File: src/rtl/instruction_loader.sv
// instruction_loader: boot-time program loader.
// Packs a byte stream (valid/ready) big-endian into 32-bit words, writes them
// to consecutive instruction-memory word addresses starting at BASE_ADDR, and
// holds the fetch stage frozen (pcWrite/ifIdWrite) until the program is in.
// Optional feature: define INSTRUCTION_LOADER_CHECKSUM_EN to require a trailing
// 8-bit additive checksum byte before releasing the pipeline (CHECK/ERROR).
// All outputs are flops loaded from the next-state decode, so they are stable
// well before the negedge at which the fetch stage samples them.
module instruction_loader #(
  parameter int          ADDR_WIDTH = 8,
  parameter logic [31:0] BASE_ADDR  = 32'h0
) (
  input  logic                  i_clk,
  input  logic                  i_resetN,
  input  logic                  i_start,
  input  logic [ADDR_WIDTH:0]   i_programLength,
  input  logic [7:0]            i_byteIn,
  input  logic                  i_byteValid,
  output logic                  o_byteReady,
  output logic                  o_memWriteEnable,
  output logic [31:0]           o_memAddress,
  output logic [31:0]           o_memData,
  output logic                  o_pcWrite,
  output logic                  o_ifIdWrite,
  output logic                  o_loading,
  output logic                  o_done
);

  localparam logic [2:0] S_IDLE    = 3'd0;
  localparam logic [2:0] S_RECEIVE = 3'd1;
  localparam logic [2:0] S_WRITE   = 3'd2;
  localparam logic [2:0] S_CHECK   = 3'd3;
  localparam logic [2:0] S_RUN     = 3'd4;
  localparam logic [2:0] S_ERROR   = 3'd5;

`ifdef INSTRUCTION_LOADER_CHECKSUM_EN
  localparam logic [2:0] S_FINAL = S_CHECK;
`else
  localparam logic [2:0] S_FINAL = S_RUN;
`endif

  // Largest legal program: 2^ADDR_WIDTH words.
  localparam logic [ADDR_WIDTH:0] MAX_LEN = {1'b1, {ADDR_WIDTH{1'b0}}};

  logic [2:0]          r_state;
  logic [1:0]          r_byteCnt;
  logic [ADDR_WIDTH:0] r_index;
  logic [ADDR_WIDTH:0] r_len;
  logic [31:0]         r_word;
  logic [7:0]          r_csum;

  logic [2:0]          w_next;
  logic                w_fire;
  logic                w_startOk;
  logic [ADDR_WIDTH:0] w_lenClamp;
  logic [ADDR_WIDTH:0] w_idxInc;
  logic [31:0]         w_asm;

  assign w_fire     = i_byteValid & o_byteReady;
  assign w_startOk  = i_start & ((r_state == S_IDLE) | (r_state == S_RUN) |
                                 (r_state == S_ERROR));
  assign w_lenClamp = (i_programLength > MAX_LEN) ? MAX_LEN : i_programLength;
  assign w_idxInc   = r_index + 1'b1;

  // Assembly register with the incoming byte merged in at its big-endian slot,
  // so the 4th byte is already part of the word written in WRITE.
  always_comb begin
    w_asm = r_word;
    case (r_byteCnt)
      2'd0: w_asm[31:24] = i_byteIn;
      2'd1: w_asm[23:16] = i_byteIn;
      2'd2: w_asm[15:8]  = i_byteIn;
      default: w_asm[7:0] = i_byteIn;
    endcase
  end

  // Next-state decode of the load session.
  always_comb begin
    w_next = r_state;
    case (r_state)
      S_IDLE, S_RUN, S_ERROR: begin
        if (w_startOk) w_next = (w_lenClamp != '0) ? S_RECEIVE : S_FINAL;
      end
      S_RECEIVE: begin
        if (w_fire && (r_byteCnt == 2'd3)) w_next = S_WRITE;
      end
      S_WRITE: begin
        w_next = (w_idxInc == r_len) ? S_FINAL : S_RECEIVE;
      end
`ifdef INSTRUCTION_LOADER_CHECKSUM_EN
      S_CHECK: begin
        if (w_fire) w_next = (i_byteIn == r_csum) ? S_RUN : S_ERROR;
      end
`endif
      default: w_next = S_IDLE;
    endcase
  end

  // Session state, datapath registers and registered outputs.
  always_ff @(posedge i_clk) begin
    if (!i_resetN) begin
      r_state          <= S_IDLE;
      r_byteCnt        <= '0;
      r_index          <= '0;
      r_len            <= '0;
      r_word           <= '0;
      r_csum           <= '0;
      o_byteReady      <= 1'b0;
      o_memWriteEnable <= 1'b0;
      o_memAddress     <= BASE_ADDR;
      o_memData        <= '0;
      o_pcWrite        <= 1'b0;
      o_ifIdWrite      <= 1'b0;
      o_loading        <= 1'b0;
      o_done           <= 1'b0;
    end else begin
      r_state <= w_next;
      if (w_startOk) begin
        r_len     <= w_lenClamp;
        r_index   <= '0;
        r_csum    <= '0;
        r_byteCnt <= '0;
      end
      if ((r_state == S_RECEIVE) && w_fire) begin
        r_word    <= w_asm;
        r_byteCnt <= r_byteCnt + 2'd1;
        r_csum    <= r_csum + i_byteIn;
      end
      if (r_state == S_WRITE) r_index <= w_idxInc;

      o_byteReady      <= (w_next == S_RECEIVE) | (w_next == S_CHECK);
      o_memWriteEnable <= (w_next == S_WRITE);
      if (w_next == S_WRITE) begin
        // Byte address wraps modulo 2^32.
        o_memAddress <= BASE_ADDR + (32'(r_index) << 2);
        o_memData    <= w_asm;
      end
      o_pcWrite   <= (w_next == S_RUN);
      o_ifIdWrite <= (w_next == S_RUN);
      o_loading   <= (w_next == S_RECEIVE) | (w_next == S_WRITE) |
                     (w_next == S_CHECK);
      o_done      <= (w_next == S_RUN) && (r_state != S_RUN);
    end
  end

endmodule

File: config.mk
export PLATFORM = sky130hd
export DESIGN_NAME = instruction_loader
export DESIGN_NICKNAME = d
export VERILOG_FILES = /design/src/rtl/instruction_loader.sv
export SDC_FILE = /design/constraint.sdc
export NUM_CORES = 1
export LEC_CHECK = 0
export BUFFER_PORTS_ARGS = -buffer_cell sky130_fd_sc_hd__buf_2
export CORE_ASPECT_RATIO = 1.4
export CORE_MARGIN = 5
export CORE_UTILIZATION = 54
export DETAILED_ROUTE_END_ITERATION = 10
export HOLD_SLACK_MARGIN = 0.1
export PLACE_DENSITY = 0.84
export SLEW_MARGIN = 0
export SYNTH_ARGS = -nofsm -noshare
export SYNTH_HDL_FRONTEND = slang
export SYNTH_SLANG_ARGS = --single-unit
File: constraint.sdc
create_clock -name i_clk -period 2.45 [get_ports i_clk]
set_input_delay 0.245 -clock i_clk [delete_from_list [all_inputs] [get_ports i_clk]]
set_output_delay 0.245 -clock i_clk [all_outputs]
set_load 0.01 [all_outputs]
## After elaboration in Yosys (flattened, before gate mapping)

Index checks and enable logic that the tools add are counted.

| operators by class | value |
|---|---|
| $add $sub $neg | 2 |
| reduce and logical (&&, ||, !) cells | 10 |
| muxes and demuxes | 14 |
| order comparisons | 1 |
| equal/unequal tests | 13 |
| bitwise logic cells | 7 |

Operators with widths:

| cell | number |
|---|---|
| 8-bit two-way mux | 4 |
| 9-bit two-way mux | 3 |
| 3-bit two-way mux | 4 |
| 9-bit by 1-bit adder with 9-bit output (second input constant) | 1 |
| 3-bit by 2-bit == test with 1-bit output (second input constant) | 3 |
| 3-bit == test (second input constant) | 3 |
| 9-bit == test | 1 |
| 9-bit greater-than comparator (second input constant) | 1 |
| 3-bit one-hot mux with 3 select lines | 1 |
| 9-bit nonzero test | 1 |
| 3-bit by 1-bit == test with 1-bit output (second input constant) | 2 |
| 3-bit OR reduction | 2 |
| 1-bit OR | 5 |
| 2-bit == test (second input constant) | 2 |
| 2-bit two-way mux | 2 |
| 2-bit nonzero test | 2 |
| 1-bit logical AND | 3 |
| 3-bit zero test | 1 |
| 3-bit != test (second input constant) | 1 |
| 2-bit by 1-bit adder with 2-bit output (second input constant) | 1 |
| 1-bit bitwise AND | 2 |
| 2-bit by 1-bit == test with 1-bit output (second input constant) | 1 |
| 2-bit zero test | 1 |

| storage, ports and cells | value |
|---|---|
| input bits | 21 |
| register bits | 101 |
| output and inout port bits | 70 |

## Depth between registers and ports, before layout

| depth | value |
|---|---|
| depth after elaboration | 9 |
| mapped depth | 7 |
| depth with buffers taken out | 6 |

## Least setup slack after synthesis

OpenSTA, ideal clock, no wires.

| path | value |
|---|---|
| path kind | flip-flop to flip-flop |
| start point | register r_index[0] |
| end point | register o_ifIdWrite |
| buffers on the path | 1 |
| stages on the path, launching flop included | 7 |
| slack | 0.551 ns |
| setup time | 0.086 ns |
| arrival time | 1.813 ns |
| data required time | 2.364 ns |
| cells stage by stage | dfxtp_1 -> ha_1 -> buf_4 -> nand3_2 -> o31a_1 -> a2111o_1 -> a211oi_1 |

| between the ends | value |
|---|---|
| longest elaborated chain between the ends | 5 |

Ends and longest elaborated chain:

| what | line | source |
|---|---|---|
| start, declared | 47 | `logic [ADDR_WIDTH:0] r_index;` |
| start signal, assigned | 129 | `if (r_state == S_WRITE) r_index <= w_idxInc;` |
| 9-bit by 1-bit adder with 9-bit output | 63 | `assign w_idxInc = r_index + 1'b1;` |
| 9-bit == test | 88 | `w_next = (w_idxInc == r_len) ? S_FINAL : S_RECEIVE;` |
| 3-bit two-way mux | 88 |  |
| 3-bit one-hot mux with 3 select lines | 80 | `case (r_state)` |
| 3-bit == test | 139 | `o_ifIdWrite <= (w_next == S_RUN);` |
| end signal, assigned | 139 |  |
| end, declared | 24 | `output logic o_ifIdWrite,` |

Every way passes these cells.
A chain may end at the register's enable or synchronous reset.

## Worst setup path in the final report

| path | value |
|---|---|
| start point | register r_index[0] |
| end point | register o_loading |

| between the ends | value |
|---|---|
| longest elaborated chain between the ends | 7 |
| elaborated cells on any way between the ends | 9 |

Ends and longest elaborated chain:

| what | line | source |
|---|---|---|
| 9-bit by 1-bit adder with 9-bit output * | 63 |  |
| 9-bit == test * | 88 |  |
| 3-bit two-way mux * | 88 |  |
| 3-bit one-hot mux with 3 select lines * | 80 |  |
| 3-bit by 1-bit == test with 1-bit output or 3-bit by 2-bit == test with 1-bit output (tied branches) | 140 | `o_loading <= (w_next == S_RECEIVE) \| (w_next == S_WRITE) \|` |
| 1-bit OR | 140 |  |
| 1-bit OR * | 140 |  |
| end signal, assigned | 140 |  |
| end, declared | 25 | `output logic o_loading,` |

Every way passes the cells marked *; elsewhere a longest branch is shown, timed or not.

==> flow_summary_export.csv <==
group,metric,value,unit
outcome,status,"completed",
yosys,yosys-top-cells-area,"dfxtp_1 43%, a21oi_1 7.3%, mux2i_1 7.0%",
placed_design,portBuffers,67,
drt,drc,0,
critical_path,crit_fanout,8,
sta,whs,174.4,ps
sta,finalCritPeriodShare,0.8956,
drt,ant_nets,0,
sta,setup_total_negative_slack,0,ps
floorplan,die_h,120.3,microns
run,drv_cap,0,
sta,slew_viol_final,0,
sta,finalClockSkew,10.41,ps
yosys,ys_seq_area_frac,0.4312,
drt,drtIter0Drc,295,
clock_network,cts_max_level,3,
finish,seq_area,2022,sq um
floorplan,dieWidth,88.76,microns
hold_path,hold_class,"input port to flip-flop",
global_route,grt_max_degree,49,
yosys,synth_area_leader_cell,"dfxtp_1",
critical_path,reg2reg_from,"r_index[0]",
clock_network,clk_path_buf_depth,2,
yosys,synth-async-reset-ratio,0,
yosys,syn-cell-area,4689,sq um
clock_network,cts_buffers,9,
finish,nFillCells,740,
clock_network,clk_latency,350,ps
global_route,grt-ovfl-total,0,
sta,hold_viol_final,0,
clock_network,cts_tree,"done",
floorplan,die_area,10670,sq um
yosys,ys_seq_elements,101,
drt,totalWireLength,11.23,mm
global_route,grt_pass1_wl,17.86,mm
power_and_ir_drop,peakVddDrop,0.0004701,V
placed_design,hpwlAfterDp,8.029,mm
clock_network,clock_sinks,101,
floorplan,start_util,0.5480,
critical_path,crit_path_end_kind,"flip-flop",
drt,first_pass_iters,5,
yosys,synth_edf_count,0,
clock_network,hold_buffers,0,
clock_network,cts_resized,0,
hold_path,min_from,"i_programLength[4]",
finish,multi_input_area,2352,sq um
finish,area_growth,11.42,%
finish,nets,627,
sta,fin_ws,255.9,ps
critical_path,critPathLaunch,"r_index[0]",
drt,vias,4055,
critical_path,critPathLaunchType,"flip-flop",
placed_design,dp_slack,309.4,ps
global_route,grt_pass1_vias,3847,
global_route,track_usage,0.2109,
clock_network,cts-root-buf,"clkbuf_16",
floorplan,rows,40,
floorplan,core,8558,sq um
clock_network,post_cts_buffers,0,
power_and_ir_drop,p_per_area,611.5,nW/um^2
finish,drive_gt1_frac,0.1772,
sta,grt_setup_unrepaired,"false",
floorplan,num_io_pins,91,
yosys,ys.flop_type,"dfxtp_1",
critical_path,path_class,"flip-flop to flip-flop",
yosys,yosysTopAreaCellShare,0.4312,
sta,min_period,2194,ps
power_and_ir_drop,p_leak,0.001999,uW
clock_network,clk_pin_slew,70,ps
yosys,ys_warn_count,0,
drt,routed_via_density,5.719,
sta,slew_headroom,0.5822,
placed_design,place.gp.congestion,0.9071,
yosys,ys_types,50,
yosys,syn_avg_cell_area,8.374,sq um
drt,wl_per_cell,15.83,microns
yosys,synthCells,560,
sta,fmax,455.8,MHz
sta,finalSetupViolCount,0,
critical_path,cp.required,2710,ps
finish,antenna_cells,0,
critical_path,arrival,2450,ps
sta,tightest_slew,624.5,ps
global_route,grt_antenna_before_repair,0,
==> critical path: stages (launching register included) <==
cell and delay (ps):
dfxtp_1 470, ha_1 230, nand3_1 160, or3_2 450, a32oi_1 360, a22oi_1 150
a211oi_1 270
==> stage by stage <==
stage	cells	area [sq um]	util	power, uW
global placement	694	4950	0.5784	1883
finish	709	5225	0.6105	3195
CTS	709	5225	0.6105	3206
floorplan	582	4772	-	1859
global route	709	5225	0.6105	3295
detailed placement	694	4950	0.5784	1889
==> registers in the layout (all words and copies together), names as in the netlist <==
register	flops
o_memWriteEnable	1
r_len	9
r_index	9
r_word	32
o_ifIdWrite	1
o_memAddress	9
r_byteCnt	2
o_done	1
r_state	3
o_byteReady	1
o_loading	1
o_memData	32
==> worst paths after layout <==
path	endpoint	slack (ps)	cells after the start
setup / recovery	o_loading	260	6
hold / removal	r_len[4]	170	3
setup reg to reg	o_loading	260	6
hold reg to reg	o_memAddress[9]	450	2
==> cell families after synthesis <==
logic type               Yosys count  synth area share
AO/OA/AOI/OAI                    127            0.1649
adder cells (fa/ha/maj)            6           0.01601
XOR/XNOR                          11           0.02054
buffers and inverters             76           0.08511
other                              1         0.0007997
flip-flops                       101            0.4312
multiplexers                      33           0.07044
AND/OR/NAND/NOR                  205            0.2111
==> power breakdown <==
| group | switching [uW] | internal [uW] |
|---|---|---|
| logic | 131 | 58.6 |
| clock network | 600 | 739 |
| registers | 11.5 | 1660 |
| total | 743 | 2450 |
==> placed cells by master (no fill, tap or decap), drive strengths merged, types with 2 or more instances in the layout <==
cell type  instances
dfxtp            101
buf               80
nand2             70
a21oi             68
nor2              45
nand3             38
a211oi            35
mux2i             33
conb              23
clkbuf            12
nand3b            11
o21ai             11
or3                8
xor2               7
ha                 6
and2               6
xnor2              4
nand4              4
inv                4
and3b              3
a22oi              3
nand2b             3
nor4               3
nor2b              2
and3               2
a2111o             2
nor3               2
or4                2
o211ai             2
clkinv             2
==> layout make-up <==
cell class | count | area share
Tap cell | 105 | 0.02514
Sequential cell | 101 | 0.3870
Clock inverter | 3 | 0.003592
Timing Repair Buffer | 80 | 0.08285
Multi-Input combinational cell | 405 | 0.4502
Clock buffer | 12 | 0.04909
Inverter | 3 | 0.002155
==> cells in the mapped netlist (2+ instances only) <==
| master | instances |
|---|---|
| nand2b_1 | 3 |
| a21oi_1 | 68 |
| or3_1 | 6 |
| ha_1 | 6 |
| inv_1 | 2 |
| buf_4 | 27 |
| nand2_1 | 70 |
| buf_1 | 12 |
| a211oi_1 | 35 |
| a2111o_1 | 2 |
| or3_2 | 2 |
| dfxtp_1 | 101 |
| o21ai_0 | 11 |
| mux2i_1 | 33 |
| nor2_1 | 45 |
| or4_1 | 2 |
| and2_1 | 5 |
| a22oi_1 | 3 |
| xnor2_1 | 4 |
| and3b_1 | 3 |
| clkbuf_1 | 31 |
| nor2b_1 | 2 |
| xor2_1 | 7 |
| nor4_1 | 3 |
| nand4_1 | 4 |
| nor3_1 | 2 |
| nand3_1 | 37 |
| o211ai_1 | 2 |
| nand3b_1 | 11 |
==> layer usage <==
metal / track usage / up-vias / routed length, microns
met3: 0.04976 / 32 / 739
met2: 0.3666 / 161 / 5928
li1: - / 1983 / -
met4: 0.1021 / 0 / 403
met1: 0.2349 / 1879 / 4153
met5: 0 / - / 0
Note: power is estimated with default switching activity, not from simulation.
